$ cat config.mk
export PLATFORM = sky130hd
export DESIGN_NAME = mem_wb_stage
export DESIGN_NICKNAME = d
export VERILOG_FILES = /design/src/rtl/mem_wb_stage.sv
export SDC_FILE = /design/constraint.sdc
export NUM_CORES = 1
export LEC_CHECK = 0
export BUFFER_PORTS_ARGS = -buffer_cell sky130_fd_sc_hd__buf_2
export CORE_MARGIN = 8
export CORE_UTILIZATION = 36
export CTS_BUF_LIST = sky130_fd_sc_hd__clkbuf_4
export CTS_CLUSTER_DIAMETER = 30
export DETAILED_ROUTE_END_ITERATION = 10
export GPL_TIMING_DRIVEN = 0
export PLACE_DENSITY_LB_ADDON = 0.15
export SETUP_SLACK_MARGIN = 0.02
export SLEW_MARGIN = 0
export SYNTH_ARGS = -nofsm -noshare
export SYNTH_HDL_FRONTEND = slang
export SYNTH_SLANG_ARGS = --single-unit
$ cat constraint.sdc
create_clock -name clk -period 7.25 [get_ports clk]
set_clock_uncertainty 0.1 [all_clocks]
set_input_delay 1.0875 -clock clk [delete_from_list [all_inputs] [get_ports clk]]
set_output_delay 1.0875 -clock clk [all_outputs]
set_load 0.005 [all_outputs]
$ cat src/rtl/mem_wb_stage.sv
// MEM/WB pipeline register with load extraction, writeback select and retire counter.
// Register-file write port is driven purely from the registered WB fields.
module mem_wb_stage #(
    parameter int XLEN      = 32,
    parameter int INSTRET_W = 64
) (
    input  logic                 clk,
    input  logic                 reset,
    input  logic                 stall,
    input  logic                 flush,
    input  logic                 in_valid,
    input  logic [4:0]           in_rd,
    input  logic                 in_reg_write,
    input  logic [1:0]           in_wb_sel,
    input  logic [XLEN-1:0]      in_alu_result,
    input  logic [XLEN-1:0]      in_pc_plus4,
    input  logic [XLEN-1:0]      in_load_word,
    input  logic [2:0]           in_funct3,
    output logic [4:0]           rd,
    output logic [XLEN-1:0]      rd_data,
    output logic                 we,
    output logic                 wb_valid,
    output logic [INSTRET_W-1:0] instret
);

    typedef struct packed {
        logic            valid;
        logic [4:0]      rd;
        logic            reg_write;
        logic [1:0]      wb_sel;
        logic [XLEN-1:0] alu;
        logic [XLEN-1:0] pc4;
        logic [XLEN-1:0] word;
        logic [2:0]      funct3;
    } wb_t;

    wb_t wb_q;
    wb_t wb_in;

    always_comb begin
        wb_in.valid     = in_valid;
        wb_in.rd        = in_rd;
        wb_in.reg_write = in_reg_write;
        wb_in.wb_sel    = in_wb_sel;
        wb_in.alu       = in_alu_result;
        wb_in.pc4       = in_pc_plus4;
        wb_in.word      = in_load_word;
        wb_in.funct3    = in_funct3;
    end

    always_ff @(posedge clk or posedge reset) begin
        if (reset) begin
            wb_q <= '0;
        end else if (flush) begin
            wb_q <= '0;
        end else if (!stall) begin
            wb_q <= wb_in;
        end
    end

    // The WB instruction retires on the edge it leaves the stage (advance or flush).
    always_ff @(posedge clk or posedge reset) begin
        if (reset) begin
            instret <= '0;
        end else if (wb_q.valid && (!stall || flush)) begin
            instret <= instret + INSTRET_W'(1);
        end
    end

    logic [1:0]      off;
    logic [7:0]      ld_byte;
    logic [15:0]     ld_half;
    logic [XLEN-1:0] load_val;
    logic [XLEN-1:0] sel_val;

    assign off = wb_q.alu[1:0];

    always_comb begin
        ld_byte = 8'h00;
        case (off)
            2'd0: ld_byte = wb_q.word[7:0];
            2'd1: ld_byte = wb_q.word[15:8];
            2'd2: ld_byte = wb_q.word[23:16];
            2'd3: ld_byte = wb_q.word[31:24];
            default: ld_byte = 8'h00;
        endcase
        // off[0] ignored: misaligned halfwords trap before reaching here.
        ld_half = off[1] ? wb_q.word[31:16] : wb_q.word[15:0];
        case (wb_q.funct3)
            3'b000:  load_val = {{(XLEN-8){ld_byte[7]}}, ld_byte};
            3'b100:  load_val = {{(XLEN-8){1'b0}}, ld_byte};
            3'b001:  load_val = {{(XLEN-16){ld_half[15]}}, ld_half};
            3'b101:  load_val = {{(XLEN-16){1'b0}}, ld_half};
            default: load_val = wb_q.word;
        endcase
    end

    always_comb begin
        case (wb_q.wb_sel)
            2'b01:   sel_val = load_val;
            2'b10:   sel_val = wb_q.pc4;
            default: sel_val = wb_q.alu;
        endcase
    end

    assign rd       = wb_q.rd;
    assign wb_valid = wb_q.valid;
    assign we       = wb_q.valid & wb_q.reg_write & (wb_q.rd != 5'd0);
    assign rd_data  = wb_q.valid ? sel_val : '0;

endmodule

==> results.md, run 1 <==
- Clock Tree Buf Depth: 2
- Int Power: 1.28 mW
- Post-layout nets: 1,194
- Clock latency on the worst-skew pair: 0.57 ns
- Final hold vios: 0
- Post-CTS resize count: 0
- CP endpoint kind: output port
- Main area contributors after synthesis: dfrtp_1, mux2i_1, nor2_1
- Top-area cell type share of the netlist area: 50.8%
- Post-CTS Setup Inserts: 0
- Most frequent cell after synthesis: dfrtp_1
- #FFs+latches synth: 172
- Routability Congestion: 0.888
- Cell area after synthesis: 0.00848 sq mm
- Final setup fails: 0
- Global-route wire length before repair: 41.4 mm
- CTS buffer count: 17
- Period utilization: 56.0%
- Wire per inst: 19.0 um
- TritonCTS clock tree: built
- Root Buffer: clkbuf_4
- CP Class: reg2out
- Setup TNS: 0 ns
- Pins Over Slew Limit: 0
- I/O Pins: 215
- Max-Cap Viols: 0
- Most used flip-flop cell after synthesis: dfrtp_1
- Max transition margin: around a third
- Run status: finished clean
- Register clock-pin slew on the reported worst setup and hold paths: between 0.15 and 0.2 ns
- Max Fanout on Critical Path: 10
- Die H: 169 um
- Critical Path Max Stage Delay: 0.46 ns
- Seq pwr share: 55.6%
- TritonRoute pass-1 iters: 5
- Initial DRC count: 438
- Worst R2R Start: instret[5]
- Placed cells: 1,379
- Die width: 169 um
- Final WL: around 27 mm
- Vias per inst: 5.01
- Synth Warn #: 0
- Largest net degree at the start of global routing: 90
- R2R Setup Slk: 4.99 ns
- Hold path cells: 1
- Total number of vias: 7,074
- Congestion Overflow GR: 0
- FFs w/ async S/R, synth: 100%
- Power after layout: 1.89 mW
- Synth Area per Inst: 10.0 sq um
- Largest area contributor in the synthesized netlist: dfrtp_1
- Hold WS: 0.370 ns
- DRC viols: 0
- HP Start: instret[63]
- Leak: about 5.4 nW
- VDD IR max: 87.7 uV
- RSZ-0062 raised after global routing: no
- Fmax: roughly 250 MHz
- Worst setup SP type: flop
- Net switching power: 611 uW
- Full die area: 0.0287 sq mm
- Syn_nets: 962
- Initial Utilization: 36.3%
- Layout Cells excl Fill: 1,412
- Vias in the first global route: 7,296
- Worst Max-Slew Pin Slew: 0.977 ns
- Count of hold-fix buffers inserted at cts: 0
- R2R depth: 7
- Power share of the clock group: about 29%
- Reg-to-Reg End: instret[36]
- Min-Delay Endpoint: instret[63]
- Most instantiated cells after synthesis: dfrtp_1, nor2_1, mux2i_1
- Mapped Cells: 847
- Register area share after synthesis: between 50% and 60%
- Critical Path AT: ~2.9 ns
- Synth unique cells: 44
- Area delta synth->final: 20.9%
- Max H-tree Level: 4
- Net Sw Frac: 32.4%
- HPWL Detailed: 20.4 mm
- Initial antenna violation count: 7
- Antenna Violating Nets Remaining: 0
- Critical Path RT: 6.06 ns
- IO Port Bufs: 212
- Worst-path cell chain: mux2_2 -> mux2i_1 -> o21ai_1 -> nand2_1 -> clkbuf_1 -> o21ai_0 -> o211a_1 -> buf_2
- Worst hold path class: reg2reg
- Ratio of cells with drive above 1 in the final layout: 24.5%
- PwrDens: 184 mW/mm^2
- Crit path time final: around 4.1 ns
- Logic pwr share: 15.0%
- Rows: 56
- Total Routing Usage GR: between 10% and 20%
- Core ar.: about 0.023 sq mm
- # clock sinks: 172
- Post-synth EDFFs: 0
- Cell at the slowest stage of the critical path: dfrtp_1
per-layer routing:
metal / vias to the layer above / part of all wire (%) / track usage [%]
li1: 3400 / - / -
met5: - / 0.27 / 0
met3: 48 / 6.1 / 5.12
met2: 222 / 46 / 29.3
met4: 12 / 2.4 / 6.66
met1: 3392 / 45 / 24.3
per-stage QoR:
step | cell area [sq um] | utilization [%] | worst slack [ns]
after CTS | 10300 | 44.0 | 3.17
after detailed placement | 9980 | 42.8 | 3.84
after global placement | 9940 | 42.6 | -0.924
after global routing | 10300 | 44.0 | 3.02
final | 10300 | 44.0 | 3.19
after floorplan | 8480 | - | 1.40
power by group through the flow:
stage | combinational (mW) | clock [mW] | sequential, mW
floorplan | 0.170 | 0 | 1.05
global placement | 0.280 | 0 | 1.07
detailed placement | 0.284 | 0 | 1.07
CTS | 0.286 | 0.576 | 1.05
global route | 0.314 | 0.617 | 1.06
finish | 0.283 | 0.555 | 1.05
how the worst max path moves through the flow:
stage	startpoint	endpoint	slack (ns)	cells after the start
3_5_place_dp	off[1]	rd_data[29]	3.84	8
4_1_cts	off[1]	rd_data[29]	3.17	8
2_1_floorplan	reset	instret[0]	1.40	1
3_3_place_gp	reset	wb_q[23]	-0.92	2
5_1_grt	off[1]	rd_data[29]	3.02	8
6_report	off[1]	rd_data[29]	3.19	8
registers in the layout, summed over array words and instances (netlist names):
signal / count
wb_q: 100
instret: 64
rd: 5
off: 2
wb_valid: 1
worst max-delay path: cells and delay by family, from the launching register on:
family	cells	cell delay (ns)
multiplexers	2	0.54
AND/OR/NAND/NOR	1	0.20
flip-flops	1	0.46
buffers and inverters	2	0.57
AO/OA/AOI/OAI	3	0.53
layout by cell type (no fill, tap or decap), drive strengths merged, types with 2 or more instances in the layout:
master	n
a21boi	7
a21o	7
a21oi	50
a31oi	10
and2	4
and3	9
and4	10
buf	224
clkbuf	62
clkinv	5
clkinvlp	2
dfrtp	172
ha	3
inv	28
mux2	3
mux2i	111
nand2	41
nand2b	4
nand3	34
nand4	19
nor2	143
nor3	13
o211a	8
o211ai	4
o21ai	42
o221ai	3
or2	2
xnor2	40
xor2	23
cell type report:
type,count,area [sq um]
fill,2383,13100
sequential,172,4300
multi-input combinational,599,3860
timing repair buffer,213,1090
tap,319,399
buffer,56,239
clock inverter,15,151
clock buffer,17,128
inverter,20,82.6
antenna,1,2.50
cells by family after synthesis:
family,share of synthesized area (%)
DFF,50.8
muxes,13.5
adders and majority gates,0.443
buffers and inverters,3.70
and+or+nand+nor,15.6
xor gates and xnor gates,6.51
AOI/OAI and AO/OA,9.52
(Power assumes the default switching activity.)
==> inputs of run 2 (changes only) <==
==> constraint.sdc (replaced) <==
create_clock -name clk -period 4.3 [get_ports clk]
set_clock_uncertainty 0.1 [all_clocks]
set_input_delay 0.645 -clock clk [delete_from_list [all_inputs] [get_ports clk]]
set_output_delay 0.645 -clock clk [all_outputs]
set_load 0.005 [all_outputs]
==> run 2 against run 1 <==
Against the previous run: critical path depth shrank 2; largest power group unchanged; core utilization grew 0.33 points; register-to-register slack lost 3.0 ns; final cell count grew 0.50%; die area is the same; design area grew 0.76%; sequential share of layout area shrank 0.32 points; critical endpoint is now rd_data[9].
==> results.md, run 2 (same netlist as run 1, synthesis figures left out) <==
- Run status: finished clean
- Power after layout: 3.20 mW
- Max reg flops: 100
- Hold WS: 0.191 ns
- Min-Delay Endpoint: wb_q[66]
- I/O Pins: around 220
- Post-CTS resize count: 0
- TritonRoute pass-1 iters: 5
- RSZ-0062 raised after global routing: no
- Max-Cap Viols: 0
- Wire per inst: 19.1 um
- Vias per inst: between 4 and 5
- Ratio of cells with drive above 1 in the final layout: 24.9%
- Pins Over Slew Limit: 0
- Worst R2R Start: instret[10]
- Fillers: ~2,400
- Root Buffer: clkbuf_4
- Worst hold path class: in2reg
- Vias in the first global route: 7,198
- Period utilization: a little over four fifths
- Final Util: 44.3%
- IO Port Bufs: 212
- Initial Utilization: a little over a third
- Fmax: 279 MHz
- Power share of the clock group: 29.5%
- Seq pwr share: ~55%
- CP Class: reg2out
- R2R depth: 7
- HPWL Detailed: 20.9 mm
- Reg with most FFs: wb_q
- VDD IR max: 122 uV
- Net switching power: between 1 and 1.5 mW
- DP Worst Slack: 1.32 ns
- Leak: 5.41 nW
- Reg-to-Reg End: instret[36]
- Area delta synth->final: 21.9%
- Final hold vios: 0
- Critical Path RT: 3.56 ns
- Final setup fails: 0
- CP endpoint kind: output port
- Setup TNS: 0 ns
- Critical Path AT: 2.84 ns
- Max Fanout on Critical Path: 8
- # clock sinks: about 170
- Core ar.: 0.0233 sq mm
- Net Sw Frac: 32.4%
- Crit path time final: between 3 and 4 ns
- Max H-tree Level: 4
- Total number of vias: 7,011
- Logic pwr share: between 10% and 20%
- Routability Congestion: 0.914
- Register clock-pin slew on the reported worst setup and hold paths: 0.18 ns
- Max transition margin: 31.6%
- Global-route wire length before repair: 41.4 mm
- Int Power: 2.16 mW
- Worst Max-Slew Pin Slew: approximately 1.0 ns
- Post-CTS Setup Inserts: 0
- Worst setup SP type: flop
- Initial antenna violation count: 7
- Largest net degree at the start of global routing: 42
- Total Routing Usage GR: 18.6%
- HP Start: in_pc_plus4[31]
- Rows: 56
- Final WL: 27.0 mm
- Full die area: 0.0287 sq mm
- Most frequent cells in the layout: buf_2, dfrtp_1, nor2_1, mux2i_1, a21oi_1
- Initial DRC count: 455
- Congestion Overflow GR: 0
- DRC viols: 0
- Worst setup margin: 0.717 ns
- CTS buffer count: 17
- R2R Setup Slk: 2.02 ns
- Clock Tree Buf Depth: 2
- PwrDens: roughly 310 mW/mm^2
- Most common cell after layout, fill and taps aside: buf_2
- Antenna Violating Nets Remaining: 0
- Post-layout nets: 1,199
- Die H: roughly 170 um
- Clock latency on the worst-skew pair: 0.57 ns
- Die width: about 170 um
- TritonCTS clock tree: built
- Hold path cells: 3
run 2: cell types whose count changed in the layout (fill, tap and decap cells not counted), moves of 2 or more:
cell      change
diode_2       +2
clkinv_4      -2
buf_12        +5
inv_6         +3
run 2: per-stage QoR:
stage / area, sq um / cells
2_1_floorplan: 8480 / 847
3_3_place_gp: 9940 / 1378
3_5_place_dp: 10000 / 1383
4_1_cts: 10300 / 1416
5_1_grt: 10300 / 1419
6_report: 10300 / 1419
run 2: cell type report:
class | count | area (sq um) | share of cell area, %
diodes | 3 | 7.51 | 0.0726
plain buffers | 56 | 239 | 2.31
clock buffers | 17 | 128 | 1.23
clock inverters | 15 | 145 | 1.40
inverters | 20 | 78.8 | 0.763
multi-input cells | 599 | 3860 | 37.4
flip-flops and latches | 172 | 4300 | 41.6
well taps | 319 | 399 | 3.86
repair buffers | 218 | 1170 | 11.3
run 2: critical path, stage by stage (launching register included):
cell	delay [ns]
dfrtp_1	0.47
mux2_2	0.29
mux2i_1	0.07
o31ai_1	0.82
nand2_1	0.19
a31oi_1	0.28
buf_2	0.16
run 2: power groups by stage:
stage | Combinational, mW | Clock [mW] | Sequential, mW
final | 0.487 | 0.944 | 1.77
after global routing | 0.540 | 1.04 | 1.78
after CTS | 0.491 | 0.977 | 1.77
after detailed placement | 0.488 | 0 | 1.80
after global placement | 0.473 | 0 | 1.80
after floorplan | 0.287 | 0 | 1.78
run 2: worst max path at each step:
| stage | from | end | slack, ns | cells past startpoint |
|---|---|---|---|---|
| 4_1_cts | off[1] | rd_data[29] | 0.66 | 8 |
| 5_1_grt | wb_q[99] | rd_data[4] | 0.54 | 8 |
| 3_3_place_gp | reset | rd[4] | 0.08 | 2 |
| 2_1_floorplan | reset | instret[0] | 1.36 | 1 |
| 6_report | off[1] | rd_data[9] | 0.72 | 6 |
| 3_5_place_dp | off[1] | rd_data[29] | 1.32 | 8 |
run 2: routing by layer:
| layer | global-route usage [%] | part of all wire [%] |
|---|---|---|
| met5 | 0 | 0.17 |
| met4 | 5.12 | 1.4 |
| met3 | 5.16 | 6.6 |
| met2 | 30.2 | 47 |
| met1 | 24.2 | 45 |
run 2: repair_timing:
item,4_1_cts,5_1_grt
endpoints found under the setup margin,0,0
hold buffers,1,0
endpoints found under the hold margin,12,0
